**src/rtl/mem_arbiter.sv**
```systemverilog
// mem_arbiter: shares one single-port synchronous memory between the instruction-fetch
// requester and the load/store requester. At most one access is granted per cycle. The
// single outstanding read is tracked for MEM_LATENCY cycles, and its read-valid strobe
// is steered back to the requester that issued it.
//
// Ports:
//   clk, rst                     clock (rising edge), asynchronous active-high reset
//   if_req/if_addr               fetch read request, held until if_gnt
//   if_gnt/if_rvalid/if_rdata    fetch grant, read-valid pulse and read data
//   d_req/d_we/d_addr/d_wdata    load/store request, held until d_gnt
//   d_gnt/d_rvalid/d_rdata       data grant, load-valid pulse and read data
//   mem_en/mem_we/mem_addr/
//   mem_wdata/mem_rdata          memory port; rdata is valid MEM_LATENCY cycles after mem_en
//   busy                         a read is outstanding and does not complete this cycle
module mem_arbiter #(
    parameter int unsigned ADDR_WIDTH  = 32,
    parameter int unsigned DATA_WIDTH  = 32,
    parameter int unsigned MEM_LATENCY = 1
) (
    input  logic                  clk,
    input  logic                  rst,
    input  logic                  if_req,
    input  logic [ADDR_WIDTH-1:0] if_addr,
    output logic                  if_gnt,
    output logic                  if_rvalid,
    output logic [DATA_WIDTH-1:0] if_rdata,
    input  logic                  d_req,
    input  logic                  d_we,
    input  logic [ADDR_WIDTH-1:0] d_addr,
    input  logic [DATA_WIDTH-1:0] d_wdata,
    output logic                  d_gnt,
    output logic                  d_rvalid,
    output logic [DATA_WIDTH-1:0] d_rdata,
    output logic                  mem_en,
    output logic                  mem_we,
    output logic [ADDR_WIDTH-1:0] mem_addr,
    output logic [DATA_WIDTH-1:0] mem_wdata,
    input  logic [DATA_WIDTH-1:0] mem_rdata,
    output logic                  busy
);

    typedef enum logic [0:0] {StIdle, StWait} state_e;

    localparam logic       OwnIf   = 1'b0;
    localparam logic       OwnD    = 1'b1;
    localparam logic [1:0] CntInit = 2'(MEM_LATENCY - 1);

    state_e     state_q, state_d;
    logic [1:0] cnt_q, cnt_d;
    logic       owner_q, owner_d;
    logic       last_q, last_d;

    logic window;
    logic complete;
    logic pick_d;
    logic rd_grant;

    always_comb begin
        // Grants are combinational from req, so they must be masked while rst is high
        // to drop immediately; the registered outputs clear through the async reset.
        window   = !rst && ((state_q == StIdle) || (cnt_q == 2'd0));
        complete = (state_q == StWait) && (cnt_q == 2'd0);
        // Data wins when it is alone, or under contention when fetch won last time.
        pick_d   = d_req && (!if_req || (last_q == OwnIf));

        if_gnt   = window && if_req && !pick_d;
        d_gnt    = window && pick_d;
        rd_grant = if_gnt || (d_gnt && !d_we);

        mem_en    = 1'b0;
        mem_we    = 1'b0;
        mem_addr  = if_addr;
        mem_wdata = d_wdata;
        if (d_gnt) begin
            mem_en   = 1'b1;
            mem_we   = d_we;
            mem_addr = d_addr;
        end else if (if_gnt) begin
            mem_en = 1'b1;
        end

        if_rvalid = complete && (owner_q == OwnIf);
        d_rvalid  = complete && (owner_q == OwnD);
        if_rdata  = mem_rdata;
        d_rdata   = mem_rdata;
        busy      = (state_q == StWait) && (cnt_q != 2'd0);
    end

    always_comb begin
        state_d = state_q;
        cnt_d   = cnt_q;
        owner_d = owner_q;
        last_d  = last_q;

        if (window) begin
            if (rd_grant) begin
                state_d = StWait;
                cnt_d   = CntInit;
                owner_d = d_gnt ? OwnD : OwnIf;
            end else begin
                // Covers no grant and a store, including on a completion cycle.
                state_d = StIdle;
            end
        end else if (state_q == StWait) begin
            cnt_d = cnt_q - 2'd1;
        end

        if (if_req && d_req && (if_gnt || d_gnt)) begin
            last_d = d_gnt ? OwnD : OwnIf;
        end
    end

    always_ff @(posedge clk or posedge rst) begin
        if (rst) begin
            state_q <= StIdle;
            cnt_q   <= 2'd0;
            owner_q <= OwnIf;
            last_q  <= OwnIf;
        end else begin
            state_q <= state_d;
            cnt_q   <= cnt_d;
            owner_q <= owner_d;
            last_q  <= last_d;
        end
    end

endmodule

```
**config.mk**
```make
export PLATFORM = sky130hd
export DESIGN_NAME = mem_arbiter
export DESIGN_NICKNAME = d
export VERILOG_FILES = /design/src/rtl/mem_arbiter.sv
export SDC_FILE = /design/constraint.sdc
export NUM_CORES = 1
export LEC_CHECK = 0
export ABC_AREA = 1
export CAP_MARGIN = 20
export CORE_AREA = 5 5 100 102
export DETAILED_ROUTE_END_ITERATION = 7
export DIE_AREA = 0 0 105 107
export PLACE_DENSITY = 0.83
export SLEW_MARGIN = 20
export SYNTH_ARGS = -nofsm -noshare
export SYNTH_HDL_FRONTEND = slang
export SYNTH_SLANG_ARGS = --single-unit
export TNS_END_PERCENT = 100
```
**constraint.sdc**
```tcl
create_clock -name clk -period 1.7 [get_ports clk]
set_clock_uncertainty 0.2 [all_clocks]
set_input_delay 0.425 -clock clk [delete_from_list [all_inputs] [get_ports clk]]
set_output_delay 0.425 -clock clk [all_outputs]
set_load 0.01 [all_outputs]
```
Yosys cells after proc, flatten, opt, wreduce, memory -nomap -nowiden
Cells that the tools add are included.
{ "word_totals": {"reg_bits": 5, "in_bits": 133, "output_inout_bits": 135, "wordCells": 43} }
{ "classes": {"n_addsub": 1, "n_eq_ne": 1, "muxes": 9, "bitwise_logic": 3, "reduce_logical": 25} }
{ "op_table": {"columns": ["operator", "count"], "rows": [
  ["2-to-1 mux 32 bit", 1],
  ["logical AND 1 bit", 12],
  ["2-to-1 mux 2 bit", 3],
  ["2-to-1 mux 1 bit", 5],
  ["logical NOT 1 bit", 4],
  ["logical OR 1 bit", 4],
  ["AND reduction 2 bit", 2],
  ["nonzero test 2 bit", 2],
  ["inverter 1 bit", 3],
  ["logical NOT 2 bit", 1],
  ["!= test 2 x 1 -> 1 bit (second input constant)", 1],
  ["subtractor 2 x 1 -> 2 bit (second input constant)", 1]
]} }

Logic depth before layout (Yosys ltp)
Gate-level depths: netlist of run 1.
{ "logic_depth": {"word_depth": 8, "ltp_mapped": 11, "depth_no_buf": 10} }

Least setup slack after synthesis of run 1
No wires, ideal clock.
{ "synth_path": {"kind": "reg2out", "from": "register cnt_q[0]", "to": "output port mem_addr[16]", "arrival_time_ps": 1240, "required_time_ps": 1075, "slack_ps": -165, "path_stages_with_launch": 12, "path_buffers": 1, "path_cell_list": "dfrtp_1 inv_1 ha_1 inv_2 nand2_2 nand2_4 inv_4 nand2_8 inv_6 buf_12 nand2_2 nand2_1"} }
{ "synth_between": {"elab_chain_len": 5} }
{ "synth_rtl": {"columns": ["item", "line_no", "source"], "rows": [
  ["from (decl)", "49", "logic [1:0] cnt_q, cnt_d;"],
  ["from (signal assigned)", "121", "cnt_q <= cnt_d;"],
  ["logical NOT 2 bit", "61", "window = !rst && ((state_q == StIdle) || (cnt_q == 2'd0));"],
  ["logical OR 1 bit", "61", null],
  ["logical AND 1 bit", "61", null],
  ["logical AND 1 bit", "67", "d_gnt = window && pick_d;"],
  ["via d_gnt", "31", "output logic d_gnt,"],
  ["2-to-1 mux 32 bit", "74", "if (d_gnt) begin"],
  ["to (decl)", "36", "output logic [ADDR_WIDTH-1:0] mem_addr,"]
]} }
The timed path passes the listed nets, and every way through them passes these cells.

Worst setup path after layout of run 1
{ "layout_path": {"from": "register cnt_q[0]", "to": "output port mem_addr[20]"} }
{ "layout_between": {"elab_chain_len": 5} }
{ "layout_rtl": {"columns": ["item", "line_no"], "rows": [
  ["logical NOT 2 bit", "61"],
  ["logical OR 1 bit", "61"],
  ["logical AND 1 bit", "61"],
  ["logical AND 1 bit", "67"],
  ["2-to-1 mux 32 bit", "74"]
]} }
No other way between the ends.

==> impl_results.md, run 1 <==
- Status: complete, but fails checks
- Failing checks: setup timing
- Die area: 0.0112 sq mm
- Insertion delay to the later sink of the worst-skew pair: 0.23 ns
- P&R area growth vs syn: 103%
- Post-Route WL: 6970 microns
- Slew at the pin closest to its max-slew limit: 0.250 ns
- Fmax: 0.418 GHz
- Largest net degree at the start of global routing: 9
- WP data required: 1.07 ns
- Total track usage: 0.114
- Final WS setup: -0.694 ns
- Overflow after GRT: 0
- Clk sinks: 5
- Syn_area_per_cell: 6.24 sq um
- Initial antenna violation count: 0
- Layout cell share with drive strength beyond 1: 0.650
- Switching part of the total power: 0.402
- Slew Viols, Final: 0
- Post-synthesis register bit count: 5
- PortBufs: 107
- DP Cell Count: 365
- Int Pwr: 1.44 mW
- Final count of hold timing violations: 0
- Reg power frac: 0.085
- Post-DP HPWL: 4670 microns
- Crit end category: primary output
- CTS Buf Count: 3
- Part of the Yosys area used for sequential elements: 0.0839
- Fill count: 918
- Fin Setup TNS: -23.99 ns
- Antenna-violating nets left: 0
- Synth warn: 0
- DR vias: 1664
- First-pass GRT wire length: 9970 microns
- Placer Congestion: 0.726
- CTS Hold Bufs: 0
- CTS H-tree depth: 1
- Startpoint Class: flop
- Final min period: 2.39 ns
- Largest fanout on the critical path: 8
- Vias in the first global route: 1893
- VDD IR max: 555 uV
- IO Pins: 268
- Hold Path Class: in -> async
- 1st-pass router iterations: 3
- Fin area: 0.00303 sq mm
- Post-Synthesis Cells: 239
- RSZ-0062 raised after global routing: yes
- NumNets Final: 438
- Reg2reg path depth: 12
- Number of max-cap violations: 0
- Ant diodes: 0
- Synth Net Count: 373
- Worst reg-to-reg setup slack: -0.16 ns
- Row cnt: 35
- Vias per cell: 4.02
- Static Leak: 1.47 nW
- Core area: 0.00902 sq mm
- Clock slew seen by the registers of the worst setup and hold paths: 0.04 ns
- Worst Path Arrival: 1.77 ns
- Slew HR: 0.833
- Reg2reg start: cnt_q[0]$_DFFE_PP0P_
- CTS tree: built
- Clock power frac: 0.096
- Cell variety after synth: 19
- CTS root buffer: clkbuf_8
- Starting DRC count in detailed routing: 18
- Placed cell areas: 0.00210 sq mm
- Sw Pwr: 0.968 mW
- Clock Tree Buf Depth: 2
- Final setup fails: 44
- Combinational power share: 0.819
- Initial core utilization: 0.165
- Y dimension of the die: 107 microns
- Power density cells: 794 mW/mm^2
- Die Wd: 105 microns
- DRC: 0
- Reg2reg end: cnt_q[0]$_DFFE_PP0P_
- Post-Syn Area: 0.00149 sq mm
- Non-filler cells, final: 414
- WL/cell: 16.8 microns
- Critical path type: reg -> out
- Final worst path period share: 1.41
## layout make-up
class	instances	area [sq um]	share of cell area
clock buffer	4	45.0	0.0149
inverter	12	68.8	0.0227
multi-input combinational	120	935	0.308
sequential	5	125	0.0413
tap	111	139	0.0458
timing repair buffer	159	1670	0.552
timing repair inverter	3	43.8	0.0145
## registers in the layout, indices dropped and copies added (netlist names)
name	flops
cnt_q	2
last_q	1
owner_q	1
state_q	1
## cells in the mapped netlist
| master | n | share of area |
|---|---|---|
| inv_6 | 1 | 0.0059 |
| dfrtp_1 | 5 | 0.084 |
| nand2_8 | 1 | 0.013 |
| nand4_1 | 3 | 0.013 |
| inv_2 | 2 | 0.0050 |
| nand3_1 | 4 | 0.013 |
| nand2_4 | 1 | 0.0075 |
| nand2_1 | 94 | 0.24 |
| buf_12 | 1 | 0.013 |
| nor3_1 | 2 | 0.0067 |
| inv_4 | 1 | 0.0042 |
| nor2_1 | 1 | 0.0025 |
| o21ai_0 | 2 | 0.0067 |
| inv_1 | 8 | 0.020 |
| or2_0 | 1 | 0.0042 |
| buf_6 | 2 | 0.015 |
| ha_1 | 1 | 0.0084 |
| nand2_2 | 10 | 0.042 |
| buf_4 | 99 | 0.50 |
## how the worst max path moves through the flow
stage,slack [ns],start,end
floorplan,-0.14,cnt_q[0]$_DFFE_PP0P_,mem_addr[16]
global placement,-1.05,d_req,mem_addr[25]
detailed placement,-1.07,if_req,mem_addr[26]
CTS,-0.72,cnt_q[1]$_DFFE_PP0P_,mem_addr[20]
global route,-0.76,cnt_q[0]$_DFFE_PP0P_,mem_addr[3]
finish,-0.69,cnt_q[0]$_DFFE_PP0P_,mem_addr[20]
## power by group through the flow
stage	Sequential (mW)	Combinational [mW]	Clock, mW
finish	0.205	1.97	0.231
global route	0.212	2.11	0.239
CTS	0.202	1.77	0.231
detailed placement	0.196	1.20	0
global placement	0.193	1.17	0
floorplan	0.194	0.786	0
## kinds of logic (layout without fill, tap and decap cells)
kind of cell	Yosys count	in the layout	share of synthesized area
AOI/OAI and AO/OA	2	2	0.00671
adders and majority gates	1	1	0.00839
buffers and inverters	114	178	0.562
DFF	5	5	0.0839
and+or+nand+nor	117	117	0.339
## cell usage in the layout, fill, tap and decap left out, drive strengths merged
master and count:
or2 1, buf 91, nand4 3, dlygate4sd2 3, clkdlybuf4s50 65, nor2 1
clkbuf 4, nand2 106, clkinv 1, ha 1, o21ai 2, nor3 2
inv 14, dfrtp 5, nand3 4
## metrics by stage
| step | setup WS (ns) | hold WS (ns) | utilization | total power, mW |
|---|---|---|---|---|
| global placement | -1.05 | 0.286 | 0.232 | 1.36 |
| CTS | -0.723 | 0.219 | 0.309 | 2.21 |
| global route | -0.758 | 0.256 | 0.336 | 2.56 |
| floorplan | -0.144 | 0.0434 | - | 0.980 |
| detailed placement | -1.07 | 0.307 | 0.232 | 1.40 |
| finish | -0.694 | 0.229 | 0.336 | 2.41 |
## worst max-delay path, cell delays in order (launching register included)
cell and delay, ns:
dfrtp_1 0.38, inv_2 0.09, ha_4 0.15, inv_4 0.04
nand2_4 0.06, nand2_4 0.06, inv_6 0.07, nand2_8 0.07
buf_12 0.13, buf_12 0.13, buf_12 0.15, nand2_4 0.05
nand2_2 0.05, buf_6 0.12
## timing repair
item	in CTS	in global routing
pin swaps	21	13
cloned	4	0
endpoints found under the setup margin	42	43
buffers inserted	36	13
resized for setup	278	50
## layer usage
layer	track usage	vias up	share of wire
li1	-	754	-
met1	0.115	737	0.34
met2	0.203	112	0.51
met3	0.0367	61	0.090
met4	0.0712	0	0.066
met5	0	-	0
Power figures use the tool's default switching activity.
==> run 2, diff against run 1 <==
- SKIP_CTS_REPAIR_TIMING: default -> 1
==> impl_results.md, run 2 (synthesized netlist as in run 1, its figures left out) <==
- Overflow after GRT: 0 (unchanged)
- Combinational power share: 0.789 (-0.030)
- Post-DP HPWL: 4670 microns (unchanged)
- Clk sinks: 5 (unchanged)
- RSZ-0062 raised after global routing: yes
- Multi-input gate area: 781 sq um (-16%)
- DRC: 0 (unchanged)
- CTS tree: built
- P&R area growth vs syn: 73.5%
- Hold WS: 0.0231 ns (-0.206 ns)
- Fmax: 0.422 GHz (+0.92%)
- Initial antenna violation count: 0 (unchanged)
- Fin area: 0.00259 sq mm (-15%)
- Largest fanout on the critical path: 8 (unchanged)
- NumNets Final: 411 (-6.2%)
- Core area: 0.00902 sq mm (unchanged)
- Crit end category: primary output
- Number of max-cap violations: 0 (unchanged)
- Slew HR: 0.846 (+0.0133)
- Max reg flops: 2 (unchanged)
- DR vias: 1555 (-6.6%)
- Fill count: 973 (+6.0%)
- CTS root buffer: clkbuf_8
- First-pass GRT wire length: 7940 microns (-20%)
- Register area: 125 sq um (unchanged)
- Worst path cell trace: inv_2 > ha_4 > inv_4 > nand2_4 > nand2_4 > inv_4 > nand2_8 > buf_6 > buf_12 > inv_12 > nand2_2 > nand2_2 > buf_6
- Layout cell share with drive strength beyond 1: 0.576 (-0.0741)
- Sw Pwr: 0.868 mW (-10%)
- Largest net degree at the start of global routing: 34 (+25)
- Clock power frac: 0.111 (+0.015)
- Total track usage: 0.0876 (-0.0266)
- Antenna-violating nets left: 0 (unchanged)
- Int Pwr: 1.18 mW (-18%)
- DP Worst Slack: -1.07 ns (unchanged)
- Most frequent cells in the layout: clkdlybuf4s50_1, nand2_2, buf_6, nand2_1, buf_4
- Final worst path period share: 1.40 (-0.0128)
- Vias per cell: 4.02 (about the same)
- Static Leak: 1.28 nW (-13%)
- Power density cells: 791 mW/mm^2 (-0.42%)
- Clock Tree Buf Depth: 2 (unchanged)
- Die area: 0.0112 sq mm (unchanged)
- Row cnt: 35 (unchanged)
- Final min period: 2.37 ns (-0.0218 ns)
- Failing checks: setup timing
- Starting DRC count in detailed routing: 23 (+5)
- WL/cell: 17.3 microns (+2.6%)
- Hold Path Class: in -> async
- Slew at the pin closest to its max-slew limit: 0.230 ns (-0.0200 ns)
- Die Wd: 105 microns (unchanged)
- WP data required: 1.07 ns (about the same)
- Post-Route WL: 6680 microns (-4.0%)
- Placed cell areas: 0.00210 sq mm (unchanged)
- Slowest stage delay, CP: 0.39 ns (about the same)
- Most common cell after layout, fill and taps aside: clkdlybuf4s50_1
- Y dimension of the die: 107 microns (unchanged)
- Switching part of the total power: 0.424 (+0.0217)
- 1st-pass router iterations: 4 (+1)
- Critical path type: reg -> out
- Startpoint Class: flop
- Final count of hold timing violations: 0 (unchanged)
- IO Pins: 268 (unchanged)
- Initial core utilization: 0.165 (unchanged)
- Slowest cell on crit path: dfrtp_1
- Vias in the first global route: 1618 (-15%)
- Placer Congestion: 0.726 (unchanged)
- VDD IR max: 530 uV (-4.5%)
- CTS Buf Count: 3 (unchanged)
- Slew Viols, Final: 0 (unchanged)
- Ant diodes: 0 (unchanged)
- Status: complete, but fails checks
- Worst Path Arrival: 1.75 ns (-0.02 ns)
- Reg power frac: 0.100 (+0.015)
- Clock slew seen by the registers of the worst setup and hold paths: 0.04 ns (about the same)
- Final WS setup: -0.672 ns (+0.0218 ns)
- Final setup fails: 41 (-6.8%)
- Insertion delay to the later sink of the worst-skew pair: 0.23 ns (about the same)
- Reg with most FFs: cnt_q
- PortBufs: 107 (unchanged)
- CTS H-tree depth: 1 (unchanged)
[run 2: through the flow]
stage	util	instances	TNS, ns	power, mW
floorplan	-	239	-4.42	0.980
global placement	0.232	365	-38.23	1.36
detailed placement	0.232	365	-39.20	1.40
CTS	0.237	369	-39.04	1.63
global route	0.287	387	-25.31	2.18
finish	0.287	387	-22.29	2.05
[run 2: worst paths after layout]
| check | start | end | slack, ns | depth (start not counted) |
|---|---|---|---|---|
| worst min register to register | last_q$_DFFE_PP0P_ | last_q$_DFFE_PP0P_ | 0.31 | 2 |
| max in group asynchronous | rst | cnt_q[1]$_DFFE_PP0P_ | 1.16 | 3 |
| min in group clk | last_q$_DFFE_PP0P_ | last_q$_DFFE_PP0P_ | 0.31 | 2 |
| worst min-delay path | rst | owner_q$_DFFE_PP0P_ | 0.02 | 3 |
| worst max register to register | cnt_q[0]$_DFFE_PP0P_ | cnt_q[0]$_DFFE_PP0P_ | -0.06 | 10 |
| worst max-delay path | cnt_q[0]$_DFFE_PP0P_ | mem_addr[4] | -0.67 | 13 |
[run 2: layer usage]
metal	global-route usage	wire length, microns	vias to the layer above
li1	-	-	697
met1	0.0754	2120	691
met2	0.158	3460	107
met3	0.0373	668	60
met4	0.0685	441	0
met5	0	0	-
[run 2: layout make-up]
cell class / instances / share of cell area
repair buffers: 131 / 0.522
multi-input cells: 120 / 0.302
well taps: 111 / 0.0537
flip-flops and latches: 5 / 0.0484
inverters: 12 / 0.0305
repair inverters: 4 / 0.0266
clock buffers: 4 / 0.0174
[run 2: power groups by stage]
| stage | Clock [mW] | Sequential (mW) | Combinational (mW) |
|---|---|---|---|
| final | 0.226 | 0.205 | 1.61 |
| after global routing | 0.237 | 0.210 | 1.74 |
| after CTS | 0.231 | 0.194 | 1.21 |
| after detailed placement | 0 | 0.196 | 1.20 |
| after global placement | 0 | 0.193 | 1.17 |
| after floorplan | 0 | 0.194 | 0.786 |
[run 2: critical path, delay by kind of cell, from the launching register on]
family	cells	cell delay (ns)
buf+inv	7	0.67
simple gates	5	0.31
fa+ha+maj	1	0.14
flops	1	0.39
==> variant, RTL diff (flow settings as in run 2) <==
`ADDR_WIDTH`: 32 -> 48.
--- a/src/rtl/mem_arbiter.sv
+++ b/src/rtl/mem_arbiter.sv
@@ -15,3 +15,3 @@
 module mem_arbiter #(
-    parameter int unsigned ADDR_WIDTH  = 32,
+    parameter int unsigned ADDR_WIDTH  = 48,
     parameter int unsigned DATA_WIDTH  = 32,
Ports: changed (resized d_addr, if_addr and mem_addr); port bits go from 268 to 316. No check against the original RTL was run, so the function may have changed too.
==> variant against run 2 <==
The flow still finishes with violations (setup timing). Sequential cell count is the same. Design area grew 20%. Via count grew 28%. Cell count grew 24%. Total power grew 22%. Wire length grew 18%. Setup slack gained 0.024 ns. Synthesized area grew 13%. Critical path type unchanged. Critical endpoint is now mem_addr[22].
==> variant: results <==
outcome:
  status: "complete, but fails checks"
  violations: "setup timing"
timing:
  setup_violations: 56
  finalSetupTns_ns: -32.26
  relSlewSlack_pct: 89.4
  fin_ws_ns: -0.648
logic_synthesis:
  ys.warnings.count: 0
  synth_cell_types: 18
  synthFlopType: "dfrtp_1"
  synth_area_leaders: "buf_4 (43%), nand2_1 (32%), dfrtp_1 (7.5%)"
  synth_common_cells: "nand2_1 (142), buf_4 (96), nand2_2 (12), inv_1 (10), buf_2 (8)"
  ys_seq_area_share_pct: 7.46
  synth_nets: 459
  async_flop_share_pct: 100
  synthAdderAreaFrac_pct: 0.746
  synth-compound-area-share_pct: 1.04
  yosys-mux-area-fraction_pct: 0
  synth_xor_xnor_area_share_pct: 0
setup_path:
  worstPathMaxFanout: 12
  crit_path_top_delay_cell: "dfrtp_1"
  max_stage_delay_ns: 0.39
  critPathArrivalTime_ns: 1.72
layout:
  drive_gt1_share_pct: 28.3
  nFillCells: 924
  regMostFlops: "cnt_q"
  largest_reg_flops: 2
  diodes: 0
  nets: 535
cts:
  root_buffer: "clkbuf_8"
  clk_latency_ns: 0.22
  cts.htree.levels: 1
  cts_buffer_depth: 2
  cts-buffers-inserted: 3
  path_clk_slew_ns: 0.04
drt:
  drt-initial-drc-count: 74
  dr.pass1.iters: 4
  drt_wl_total_um: 7870
  drt-vias-per-instance: 4.16
placed_design:
  place.port_buffers: 155
  postPlaceCellArea_um2: 2840
  dp_slack_ns: -1.11
  gp_congestion: 0.765
  hpwl_um: 6460
global_routing:
  grt_pass1_vias: 1902
  antenna_found_initial: 0
  grt_usage_pct: 11.4
  grt_pass1_wl_um: 10200
  grt_start_max_net_pins: 28
power:
  ir_worst_vdd_uv: 352
  p_leak_nw: 1.85
worst_hold_path:
  hold_class: "in -> async"
-- variant: changes by cell type after synthesis, moves of 2 or more --
cell,delta
buf_4,-3
inv_1,+2
nand4_1,-3
nand2_2,+2
buf_2,+8
nor2_1,+2
nand2_1,+48
-- variant: final cells by class --
cell class | count | area, um2 | area share, %
flip-flops and latches | 5 | 125 | 4.01
clock buffers | 4 | 45.0 | 1.45
repair buffers | 177 | 1880 | 60.3
well taps | 111 | 139 | 4.46
inverters | 12 | 57.6 | 1.85
multi-input cells | 170 | 871 | 27.9
-- variant: metrics by stage --
step	instances	hold WS, ns
after global placement	469	0.282
after CTS	473	0.307
after floorplan	293	0.0434
after detailed placement	469	0.301
after global routing	479	0.0531
final	479	0.0346
-- variant: cells by family after synthesis --
kind of cell / count (synthesis)
AOI/OAI and AO/OA: 3
and+or+nand+nor: 166
buffers and inverters: 118
adders and majority gates: 1
DFF: 5
-- variant: worst paths after layout --
check | start | to | slack (ns) | cells after the start
hold / removal | rst | last_q$_DFFE_PP0P_ | 0.03 | 3
setup reg to reg | cnt_q[0]$_DFFE_PP0P_ | owner_q$_DFFE_PP0P_ | -0.08 | 13
max in group asynchronous | rst | owner_q$_DFFE_PP0P_ | 1.14 | 3
min in group clk | last_q$_DFFE_PP0P_ | last_q$_DFFE_PP0P_ | 0.33 | 2
setup / recovery | cnt_q[0]$_DFFE_PP0P_ | mem_addr[22] | -0.65 | 11
hold reg to reg | last_q$_DFFE_PP0P_ | last_q$_DFFE_PP0P_ | 0.33 | 2
-- variant: layer usage --
metal	up-vias	share of wire (%)	track usage [%]
li1	924	-	-
met4	0	3.1	3.93
met1	819	28	9.17
met5	-	0	0.952
met3	28	18	9.21
met2	223	50	20.3
-- variant: worst max-delay path, delay by kind of cell, from the launching register on --
kind / cells / cell delay [ns]
fa+ha+maj: 1 / 0.15
buf+inv: 5 / 0.56
flops: 1 / 0.39
simple gates: 5 / 0.41
-- variant: power by group --
group | leakage [nW] | total [W] | internal (W) | switching [W]
clock network | 0.0228 | 0.000224 | 0.000161 | 0.0000623
registers | 0.0610 | 0.000230 | 0.000180 | 0.0000507
logic | 1.76 | 0.00204 | 0.00108 | 0.000955
